$ cat src/rtl/reg_dump_pkg.sv
`default_nettype none
// ----------------------------------------------------------------------------
// reg_dump_pkg : shared state encodings and constants for the register dumper
// Revision 1.0
// ----------------------------------------------------------------------------
package reg_dump_pkg;

  typedef enum logic [2:0] {
    ST_IDLE  = 3'd0,
    ST_SYNC  = 3'd1,
    ST_SEL   = 3'd2,
    ST_LOAD  = 3'd3,
    ST_SEND  = 3'd4,
    ST_CKSUM = 3'd5,
    ST_DONE  = 3'd6
  } state_e;

  localparam logic [7:0] c_sync_byte = 8'hA5;
  localparam logic [4:0] c_last_idx  = 5'd31;

  function automatic logic [7:0] xor_bytes(input logic [31:0] word);
    return word[7:0] ^ word[15:8] ^ word[23:16] ^ word[31:24];
  endfunction

endpackage
`default_nettype wire

$ cat src/rtl/reg_dump_ser.sv
`default_nettype none
// ----------------------------------------------------------------------------
// reg_dump_ser : 32-bit word to LSB-first byte serialiser with byte counter
// Revision 1.0
// ----------------------------------------------------------------------------
module reg_dump_ser (
  input  logic        clk,
  input  logic        rst_n,
  input  logic        load,
  input  logic [31:0] load_word,
  input  logic        advance,
  output logic [7:0]  byte_out,
  output logic        last_byte
);

  logic [31:0] shift_q, shift_d;
  logic [1:0]  cnt_q, cnt_d;

  always_comb begin
    shift_d = shift_q;
    cnt_d   = cnt_q;
    if (load) begin
      shift_d = load_word;
      cnt_d   = 2'd0;
    end else if (advance) begin
      shift_d = {8'h00, shift_q[31:8]};
      cnt_d   = cnt_q + 2'd1;
    end
  end

  always_ff @(posedge clk or negedge rst_n) begin
    if (!rst_n) begin
      shift_q <= 32'h0;
      cnt_q   <= 2'd0;
    end else begin
      shift_q <= shift_d;
      cnt_q   <= cnt_d;
    end
  end

  assign byte_out  = shift_q[7:0];
  assign last_byte = (cnt_q == 2'd3);

endmodule
`default_nettype wire

$ cat src/rtl/reg_dump.sv
`default_nettype none
// ----------------------------------------------------------------------------
// reg_dump : streams the register file as SYNC, data bytes, XOR checksum
// Revision 1.0
// ----------------------------------------------------------------------------
module reg_dump
  import reg_dump_pkg::*;
#(
  parameter logic [7:0] SYNC_BYTE = c_sync_byte,
  parameter bit         SKIP_X0   = 1'b0
) (
  input  logic        clk,
  input  logic        rst_n,
  input  logic        start,
  output logic        busy,
  output logic        done,
  output logic [4:0]  dbg_reg_sel,
  input  logic [31:0] dbg_reg_data,
  output logic        out_valid,
  input  logic        out_ready,
  output logic [7:0]  out_data
);

  localparam logic [4:0] c_first_idx = SKIP_X0 ? 5'd1 : 5'd0;

  state_e      state_q, state_d;
  logic [4:0]  idx_q, idx_d;
  logic [7:0]  cksum_q, cksum_d;
  logic        ser_load, ser_adv, ser_last;
  logic [7:0]  ser_byte;
  logic        xfer;

  assign out_valid = (state_q == ST_SYNC) || (state_q == ST_SEND) || (state_q == ST_CKSUM);
  assign xfer      = out_valid && out_ready;

  reg_dump_ser u_ser (
    .clk       (clk),
    .rst_n     (rst_n),
    .load      (ser_load),
    .load_word (dbg_reg_data),
    .advance   (ser_adv),
    .byte_out  (ser_byte),
    .last_byte (ser_last)
  );

  always_comb begin
    state_d  = state_q;
    idx_d    = idx_q;
    cksum_d  = cksum_q;
    ser_load = 1'b0;
    ser_adv  = 1'b0;
    case (state_q)
      ST_IDLE: begin
        if (start) begin
          state_d = ST_SYNC;
          idx_d   = c_first_idx;
          cksum_d = 8'h00;
        end
      end
      ST_SYNC:  if (xfer) state_d = ST_SEL;
      ST_SEL:   state_d = ST_LOAD;
      // Register file is sampled only here, so writes during the dump land
      // in any register not yet loaded.
      ST_LOAD: begin
        ser_load = 1'b1;
        cksum_d  = cksum_q ^ xor_bytes(dbg_reg_data);
        state_d  = ST_SEND;
      end
      ST_SEND: begin
        if (xfer) begin
          ser_adv = 1'b1;
          if (ser_last) begin
            if (idx_q == c_last_idx) begin
              state_d = ST_CKSUM;
            end else begin
              idx_d   = idx_q + 5'd1;
              state_d = ST_SEL;
            end
          end
        end
      end
      ST_CKSUM: if (xfer) state_d = ST_DONE;
      ST_DONE:  state_d = ST_IDLE;
      default:  state_d = ST_IDLE;
    endcase
  end

  always_ff @(posedge clk or negedge rst_n) begin
    if (!rst_n) begin
      state_q <= ST_IDLE;
      idx_q   <= 5'd0;
      cksum_q <= 8'h00;
    end else begin
      state_q <= state_d;
      idx_q   <= idx_d;
      cksum_q <= cksum_d;
    end
  end

  always_comb begin
    case (state_q)
      ST_SYNC:  out_data = SYNC_BYTE;
      ST_SEND:  out_data = ser_byte;
      ST_CKSUM: out_data = cksum_q;
      default:  out_data = 8'h00;
    endcase
  end

  assign busy        = (state_q != ST_IDLE);
  assign done        = (state_q == ST_DONE);
  assign dbg_reg_sel = idx_q;

endmodule
`default_nettype wire

$ cat config.mk
export PLATFORM = sky130hd
export DESIGN_NAME = reg_dump
export DESIGN_NICKNAME = d
export VERILOG_FILES = /design/src/rtl/reg_dump_pkg.sv /design/src/rtl/reg_dump_ser.sv /design/src/rtl/reg_dump.sv
export SDC_FILE = /design/constraint.sdc
export NUM_CORES = 1
export LEC_CHECK = 0
export ABC_AREA = 1
export BUFFER_PORTS_ARGS = -buffer_cell sky130_fd_sc_hd__clkbuf_2
export CAP_MARGIN = 30
export CORE_MARGIN = 4
export CORE_UTILIZATION = 42
export DETAILED_ROUTE_END_ITERATION = 10
export HOLD_SLACK_MARGIN = 0.06
export PLACE_DENSITY = 0.71
export SLEW_MARGIN = 20
export SYNTH_ARGS = -nofsm -noshare
export SYNTH_HDL_FRONTEND = slang
export SYNTH_SLANG_ARGS = --single-unit
$ cat constraint.sdc
create_clock -name clk -period 1.8 [get_ports clk]
set_input_delay 0.45 -clock clk [delete_from_list [all_inputs] [get_ports clk]]
set_output_delay 0.45 -clock clk [all_outputs]
set_load 0.01 [all_outputs]
# After elaboration in Yosys (flattened, before gate mapping)
# Cells that the tools add are included.
op_classes:
  addsub: 2
  eq_ne: 14
  n_mux: 22
  n_bitwise: 4
  n_reduce_logical: 11
ops:
  columns: ["cell", "count"]
  rows:
  - ["32-bit two-way mux", 2]
  - ["8-bit XOR", 4]
  - ["8-bit case mux with 3 select lines", 1]
  - ["5-bit two-way mux", 4]
  - ["3-bit two-way mux", 6]
  - ["3-bit case mux with 6 select lines", 1]
  - ["8-bit case mux with 2 select lines", 1]
  - ["2-bit != test, second input constant", 6]
  - ["5-bit case mux with 2 select lines", 1]
  - ["5-bit AND reduction", 2]
  - ["3-bit == test, second input constant", 3]
  - ["8-bit two-way mux", 1]
  - ["3-bit by 2-bit == test with 1-bit output, second input constant", 2]
  - ["2-bit nonzero test", 3]
  - ["5-bit by 1-bit adder with 5-bit output, second input constant", 1]
  - ["5-bit == test, second input constant", 1]
  - ["2-bit two-way mux", 2]
  - ["3-bit by 1-bit == test with 1-bit output, second input constant", 1]
  - ["3-bit logical NOT", 1]
  - ["1-bit two-way mux", 3]
  - ["3-bit nonzero test", 1]
  - ["2-bit by 1-bit adder with 2-bit output, second input constant", 1]
  - ["2-bit == test, second input constant", 1]
  - ["1-bit logical OR", 2]
  - ["other kinds (2)", 2]
totals:
  reg_bits: 50
  inputBits: 36
  wordCells: 58

# Depth between registers and ports, before layout
# Gate-level depths: netlist of run 1.
depth:
  depth_word: 8
  mapped_depth: 10
  depth_no_buf: 10

# Hierarchy
# From an unflattened synthesis of run 1, not the netlist that was laid out.
hier_totals:
  cells_unflattened: 486
  area_unflattened_um2: 3204.3
modules_own_cells:
  columns: ["module", "n_inst", "cells_each", "area_each_um2", "seq_area_each_um2"]
  rows:
  - ["reg_dump", 1, 303, 1621.6, 400.4]
  - ["reg_dump_ser", 1, 183, 1582.8, 850.8]

# Worst setup path before layout of run 1
# Ideal clock, no wire load.
synth_path:
  kind: "reg-to-reg"
  from: "register idx_q[0] (netlist: dbg_reg_sel[0])"
  to: "register idx_q[4] (netlist: dbg_reg_sel[4])"
  t_arrival_ps: 1429
  required_time_ps: 1674
  slack_ps: 245
  stages_incl_launch_ff: 11
  path_buffers: 0
  period_less_slack_ps: 1555
  cell_sequence: "dfrtp_1 -> ha_1 -> nand2_1 -> nor2_1 -> ha_1 -> nor2_1 -> nand2_1 -> nand2_1 -> nand3_2 -> nand2_1 -> o21ai_0"
synth_via:
  elab_chain_cells: 5
  elab_cells_between_ends: 8
synth_lines:
  columns: ["item", "line", "source"]
  rows:
  - ["from (decl)", "reg_dump.sv:27", "logic [4:0] idx_q, idx_d;"]
  - ["from (signal assigned)", "reg_dump.sv:95", "idx_q <= idx_d;"]
  - ["5-bit by 1-bit adder with 5-bit output", "reg_dump.sv:76", "idx_d = idx_q + 5'd1;"]
  - ["5-bit two-way mux", "reg_dump.sv:73", "if (idx_q == c_last_idx) begin"]
  - ["5-bit two-way mux", "reg_dump.sv:72", "if (ser_last) begin"]
  - ["5-bit two-way mux", "reg_dump.sv:70", "if (xfer) begin"]
  - ["5-bit case mux with 2 select lines", "reg_dump.sv:52", "case (state_q)"]
# Several ways; a longest one is shown, not always the timed one. The select of a mux whose other input is x is not followed.
# A chain may end at the register's enable or synchronous reset.

# Worst setup path in the final report of run 1
layout_path:
  from: "register state_q[0]"
  to: "output out_data[5]"
layout_via:
  elab_chain_cells: 2
  elab_cells_between_ends: 4
layout_lines:
  columns: ["item", "line", "source"]
  rows:
  - ["from (decl)", "reg_dump.sv:26", "state_e state_q, state_d;"]
  - ["from (signal assigned)", "reg_dump.sv:94", "state_q <= state_d;"]
  - ["3-bit == test / 3-bit by 1-bit == test with 1-bit output (equally long branches)", "reg_dump.sv:101", "case (state_q)"]
  - ["8-bit case mux with 3 select lines (*)", "reg_dump.sv:101", null]
  - ["to (decl)", "reg_dump.sv:21", "output logic [7:0] out_data"]
# Mark *: on every way between the ends. The rest lies on a longest branch, timed or not.

==> flow_summary_export.csv, run 1 <==
group,metric,value,unit
status,run_status,"finished with violations",
status,violations,"setup timing",
logic_synthesis,syn-cell-area,3020,um2
setup_path,r2r-end,"dbg_reg_sel[4]",
global_route,grt_use_total,0.183,
clocking,tritoncts,"done",
global_route,grt_pass1_wl,12600,um
route,drt-wirelength-per-cell,12.4,um
setup_path,r2r_setup_slack,0.18,ns
setup_path,crit_path_start_kind,"flip-flop",
cells_and_area,syn_to_final_growth,19.6,%
place,hpwl,5130,um
die,die_h,92.8,um
route,routed_via_density,4.87,
timing,final_hold_viol_count,0,
logic_synthesis,ys_warn_count,0,
route,drtAntennaViolNets,0,
power,p_seq_frac,0.356,
cells_and_area,drive_gt1_frac,0.211,
setup_path,crit_path_end_kind,"output pin",
route,dr.pass1.iters,4,
die,start_util,0.437,
setup_path,crit_slowest_cell,"dfrtp_1",
power,powerDensity,1420,nW/um2
setup_path,path_max_fanout,8,
setup_path,critical_path_required,1.35,ns
setup_path,slowest_delay,0.43,ns
clocking,clockRootBuffer,"clkbuf_8",
logic_synthesis,synthArstFlopShare,1.00,
clocking,insertion_delay,0.31,ns
logic_synthesis,synthTopCellsByCount,"nand2_1, inv_1, dfrtp_1",
global_route,grt_overflow,0,
cells_and_area,utilization,0.523,
timing,worstMarginPinSlew,0.302,ns
power,p_int,2.84,mW
setup_path,arrival,1.51,ns
die,ios,52,
logic_synthesis,syn_area_per_cell,7.09,um2
min_path,hp-class,"input port to asynchronous set/reset pin",
clocking,clkTransAtPathRegs,0.09,ns
timing,min_period,1.96,ns
timing,fin_ws,-0.156,ns
clocking,h-tree-depth,2,
setup_path,crit_type,"flip-flop to output pin",
power,p_clk_frac,0.131,
route,routed_wl,7220,um
logic_synthesis,ys_seq_elements,50,
die,core.rowCount,30,
cells_and_area,n_antenna_cell,0,
timing,fin_crit_sh,1.09,
clocking,clock-sinks,50,
timing,maxSlewViolCount,0,
timing,setup_violations,10,
setup_path,ff2ff_path_depth,10,
timing,clock_skew,0.00814,ns
logic_synthesis,syn_nets,465,
power,power_frac_comb,0.513,
power,peakVddDrop,0.000619,V
power,leakage,2.00,nW
global_route,grt_max_degree,51,
cells_and_area,fillCellCount,704,
setup_path,critical_path.endpoint,"out_data[5]",
timing,rsz0062_at_grt,"true",
logic_synthesis,synth_flop_cell,"dfrtp_1",
route,drc,0,
clocking,clockBufferDepth,2,
timing,holdWs,0.117,ns
clocking,cts_buffers,5,
route,drtIter0Drc,141,
power,switching_share,0.447,
clocking,cts_hold_buffers,0,
power,power.net_switching,2.30,mW
setup_path,critPathLaunch,"state_q[0]",
logic_synthesis,synth_most_common_cell,"nand2_1",
logic_synthesis,ys_types,30,
die,die-area,8610,um2
place,gp_congestion,0.803,
setup_path,rr_startpoint,"dbg_reg_sel[0]",
logic_synthesis,synth_area_leaders,"dfrtp_1, nand2_1, inv_1",
logic_synthesis,synth_edf_count,0,
cells_and_area,nets,526,
timing,slew-limit-headroom,0.799,
die,fp.coreArea,6910,um2
logic_synthesis,synth_top_area_cell,"dfrtp_1",
global_route,antenna_found_initial,0,
logic_synthesis,yosysSeqAreaShare,0.414,
route,num_vias,2844,
place,io_buffers,51,
die,die_x,92.8,um
logic_synthesis,synth_top_area_frac,0.414,
flow_run,maxCapViolCount,0,
global_route,grt_pass1_vias,2733,
setup_path,path_cells,"buf_6, nor2_4, nand2_4, o221ai_2, buf_2",
logic_synthesis,syn_inst,426,
timing,fmax,0.511,GHz
[cells by family after synthesis]
logic type | Yosys count | synth area share
multiplexers | 1 | 0.00331
flip-flops | 50 | 0.414
AND/OR/NAND/NOR | 241 | 0.352
AO/OA/AOI/OAI | 52 | 0.0982
buffers and inverters | 79 | 0.120
adder cells (fa/ha/maj) | 3 | 0.0124
[registers in the layout, indices dropped and copies added (netlist names)]
signal         cells
cksum_q            8
dbg_reg_sel        5
state_q            3
u_ser.cnt_q        2
u_ser.shift_q     32
[metrics by stage]
step / instance area [um2] / setup TNS, ns / power [mW] / setup slack, ns / std cells
finish: 3610 / -1.07 / 5.14 / -0.156 / 584
detailed placement: 3380 / -0.0228 / 4.17 / -0.0228 / 571
global placement: 3380 / -0.0264 / 4.10 / -0.0264 / 571
global route: 3610 / -1.82 / 5.62 / -0.214 / 584
floorplan: 3020 / 0 / 3.55 / 0.245 / 426
CTS: 3580 / -0.640 / 5.07 / -0.100 / 583
[cells in the final DEF (no fill, tap or decap), types with 3 or more instances in the layout]
cell	synthesis	routed
nand2_1	178	175
inv_1	61	61
dfrtp_1	50	48
clkbuf_2	0	44
o21ai_0	28	28
nand3_1	21	21
nand4_1	18	18
buf_4	3	14
nor2_1	10	9
o211ai_1	8	8
o21ai_1	7	7
buf_2	3	7
clkbuf_8	0	5
nand2_4	1	4
nor2_4	2	3
nand3_4	1	3
nand2_2	3	3
ha_1	3	3
[layout make-up]
cell class	count	area, um2	area share
clock buffers	5	68.8	0.0191
flip-flops and latches	50	1250	0.347
repair buffers	67	392	0.108
multi-input cells	297	1500	0.415
inverters	66	258	0.0714
well taps	96	120	0.0333
clock inverters	3	21.3	0.00589
[power groups by stage]
stage | Sequential [mW] | Combinational [mW] | Clock [mW]
floorplan | 1.76 | 1.80 | 0
global placement | 1.81 | 2.30 | 0
detailed placement | 1.82 | 2.35 | 0
CTS | 1.82 | 2.56 | 0.690
global route | 1.88 | 3.00 | 0.750
finish | 1.83 | 2.64 | 0.675
[routing by layer]
| layer | GRT usage | up-vias | part of all wire |
|---|---|---|---|
| met5 | 0 | - | 0 |
| met4 | 0.0574 | 0 | 0.014 |
| met3 | 0.0422 | 11 | 0.059 |
| met2 | 0.305 | 63 | 0.49 |
| met1 | 0.234 | 1293 | 0.44 |
| li1 | - | 1477 | - |
[worst min-delay path by stage]
stage / endpoint / slack [ns] / depth (start not counted)
floorplan: cksum_q[0] / 0.15 / 0
global placement: u_ser.shift_q[9] / 0.46 / 2
detailed placement: u_ser.shift_q[9] / 0.46 / 2
CTS: u_ser.cnt_q[1] / 0.13 / 2
global route: cksum_q[3] / 0.13 / 2
finish: u_ser.shift_q[1] / 0.12 / 2
[what timing repair did]
action	in CTS	in global routing
gates cloned	0	0
endpoints found under the setup margin	9	13
pin swaps	4	2
gates resized for setup	19	11
setup buffers	4	2
[worst max-delay path, delay by kind of cell, from the launching register on]
family	cells	cell delay, ns
AO/OA/AOI/OAI	1	0.23
buffers and inverters	2	0.30
flip-flops	1	0.43
AND/OR/NAND/NOR	2	0.23
Power figures use the tool's default switching activity.
==> inputs of run 2 (changes only) <==
--- a/config.mk
+++ b/config.mk
@@ -13,7 +13,6 @@
 export DETAILED_ROUTE_END_ITERATION = 10
 export HOLD_SLACK_MARGIN = 0.06
 export PLACE_DENSITY = 0.71
-export SLEW_MARGIN = 20
 export SYNTH_ARGS = -nofsm -noshare
 export SYNTH_HDL_FRONTEND = slang
 export SYNTH_SLANG_ARGS = --single-unit
==> constraint.sdc (replaced) <==
create_clock -name clk -period 1.8 [get_ports clk]
set_input_delay 0.36 -clock clk [delete_from_list [all_inputs] [get_ports clk]]
set_output_delay 0.36 -clock clk [all_outputs]
set_load 0.01 [all_outputs]
==> run 2 against run 1 <==
- largest power group unchanged
- the run still ends with setup timing left
- core utilization up 1.4 points
- power up 7.3%
- largest cell class unchanged
- hold slack better by 0.19 ns
- sequential power about the same
- register-to-register slack worse by 0.07 ns
==> flow_summary_export.csv, run 2 (synthesis gave the netlist of run 1 again) <==
group,metric,value,unit
status,run_status,"finished with violations",
status,violations,"setup timing",
place,hpwl,5260,um
route,drt-wirelength-per-cell,12.6,um
setup_path,rr_startpoint,"state_q[1]",
cells_and_area,fin_area,3710,um2
die,core.rowCount,30,
setup_path,crit_path_end_kind,"output pin",
cells_and_area,drive_gt1_frac,0.216,
place,post-place-ws,0.0420,ns
cells_and_area,layout_common_cells,"nand2_1, inv_1, dfrtp_1",
timing,slew-limit-headroom,0.803,
route,drtAntennaViolNets,0,
route,dr.pass1.iters,5,
route,routed_via_density,4.96,
timing,worstMarginPinSlew,0.296,ns
clocking,insertion_delay,0.31,ns
die,die-area,8610,um2
place,place_area,3390,um2
clocking,clkTransAtPathRegs,0.10,ns
cells_and_area,n_antenna_cell,0,
global_route,grt_use_total,0.182,
setup_path,crit_path_start_kind,"flip-flop",
die,start_util,0.437,
timing,maxSlewViolCount,0,
timing,clock_skew,0.0113,ns
timing,fin_crit_sh,1.04,
clocking,clockBufferDepth,2,
min_path,hp-class,"input port to flip-flop",
route,num_vias,2934,
power,leakage,2.06,nW
timing,rsz0062_at_grt,"true",
timing,setup_violations,8,
clocking,clockRootBuffer,"clkbuf_8",
global_route,grt_max_degree,51,
cells_and_area,top_register,"u_ser.shift_q",
route,drtIter0Drc,152,
setup_path,arrival,1.52,ns
clocking,cts_buffers,5,
clocking,clock-sinks,50,
global_route,grt_pass1_wl,12600,um
die,die_h,92.8,um
power,p_total,5.51,mW
global_route,grt_pass1_vias,2754,
clocking,tritoncts,"done",
global_route,met2_usage,0.317,
place,io_buffers,51,
timing,final_hold_viol_count,0,
clocking,h-tree-depth,2,
global_route,antenna_found_initial,0,
die,ios,52,
place,gp_congestion,0.847,
global_route,use_met3,0.0325,
flow_run,maxCapViolCount,0,
cells_and_area,syn_to_final_growth,22.8,%
route,routed_wl,7460,um
global_route,grt.busiest_layer,"met2",
setup_path,critPathLaunch,"state_q[0]",
power,powerDensity,1490,nW/um2
die,die_x,92.8,um
min_path,min_from,"dbg_reg_data[15]",
global_route,grt_overflow,0,
timing,fin_ws,-0.0774,ns
cells_and_area,utilization,0.537,
setup_path,crit_type,"flip-flop to output pin",
cells_and_area,final_common_cell,"nand2_1",
route,drc,0,
cells_and_area,nets,533,
cells_and_area,fillCellCount,686,
setup_path,path_max_fanout,8,
global_route,met1_usage,0.233,
die,fp.coreArea,6910,um2
cells_and_area,largest_reg_flops,32,
timing,fmax,0.533,GHz
timing,min_period,1.88,ns
power,peakVddDrop,0.000811,V
setup_path,critical_path_required,1.44,ns
run 2: per-layer routing:
layer	share of wire	wire (um)
met1	0.44	3300
met2	0.50	3700
met3	0.052	390
met4	0.0097	72
met5	0	0
run 2: through the flow:
| step | instances | TNS (ns) | hold WS [ns] |
|---|---|---|---|
| 2_1_floorplan | 426 | 0 | 0.0644 |
| 3_3_place_gp | 572 | 0 | 0.376 |
| 3_5_place_dp | 572 | 0 | 0.379 |
| 4_1_cts | 586 | -0.222 | 0.304 |
| 5_1_grt | 591 | -1.12 | 0.320 |
| 6_report | 591 | -0.304 | 0.308 |
run 2: final timing paths:
path                                          end  slack, ns  depth (start not counted)
worst min register to register   u_ser.shift_q[8]       0.48                          2
worst max register to register   u_ser.shift_q[2]       0.11                         11
worst max-delay path                  out_data[2]      -0.08                          5
max in group asynchronous              state_q[1]       0.97                          3
worst min-delay path            u_ser.shift_q[15]       0.31                          3
min in group asynchronous              cksum_q[1]       0.58                          3
run 2: power by group:
group	switching [mW]	internal, mW	total (mW)	leakage (nW)
Combinational	1.66	1.06	2.72	1.36
Clock	0.400	0.557	0.957	0.0683
Sequential	0.261	1.58	1.84	0.641
run 2: worst max-delay path, stage by stage (launching register included):
cell	delay, ns
dfrtp_1	0.41
buf_6	0.13
nor2_4	0.14
nand2_4	0.13
o221ai_2	0.23
buf_2	0.16
run 2: timing repair:
action / 4_1_cts / 5_1_grt
endpoints found under the hold margin: 50 / 0
hold buffers: 1 / 0
pin swaps: 2 / 3
setup endpoints to repair: 9 / 32
buffers inserted: 5 / 5
resized for setup: 16 / 16
run 2: area by class of cell:
type                       count  area, um2  share of cell area
clock inverter                 3       68.8              0.0186
timing repair buffer          74        450               0.121
clock buffer                   5       68.8              0.0186
multi-input combinational    297       1490               0.400
sequential                    50       1250               0.338
tap                           96        120              0.0324
inverter                      66        260              0.0702
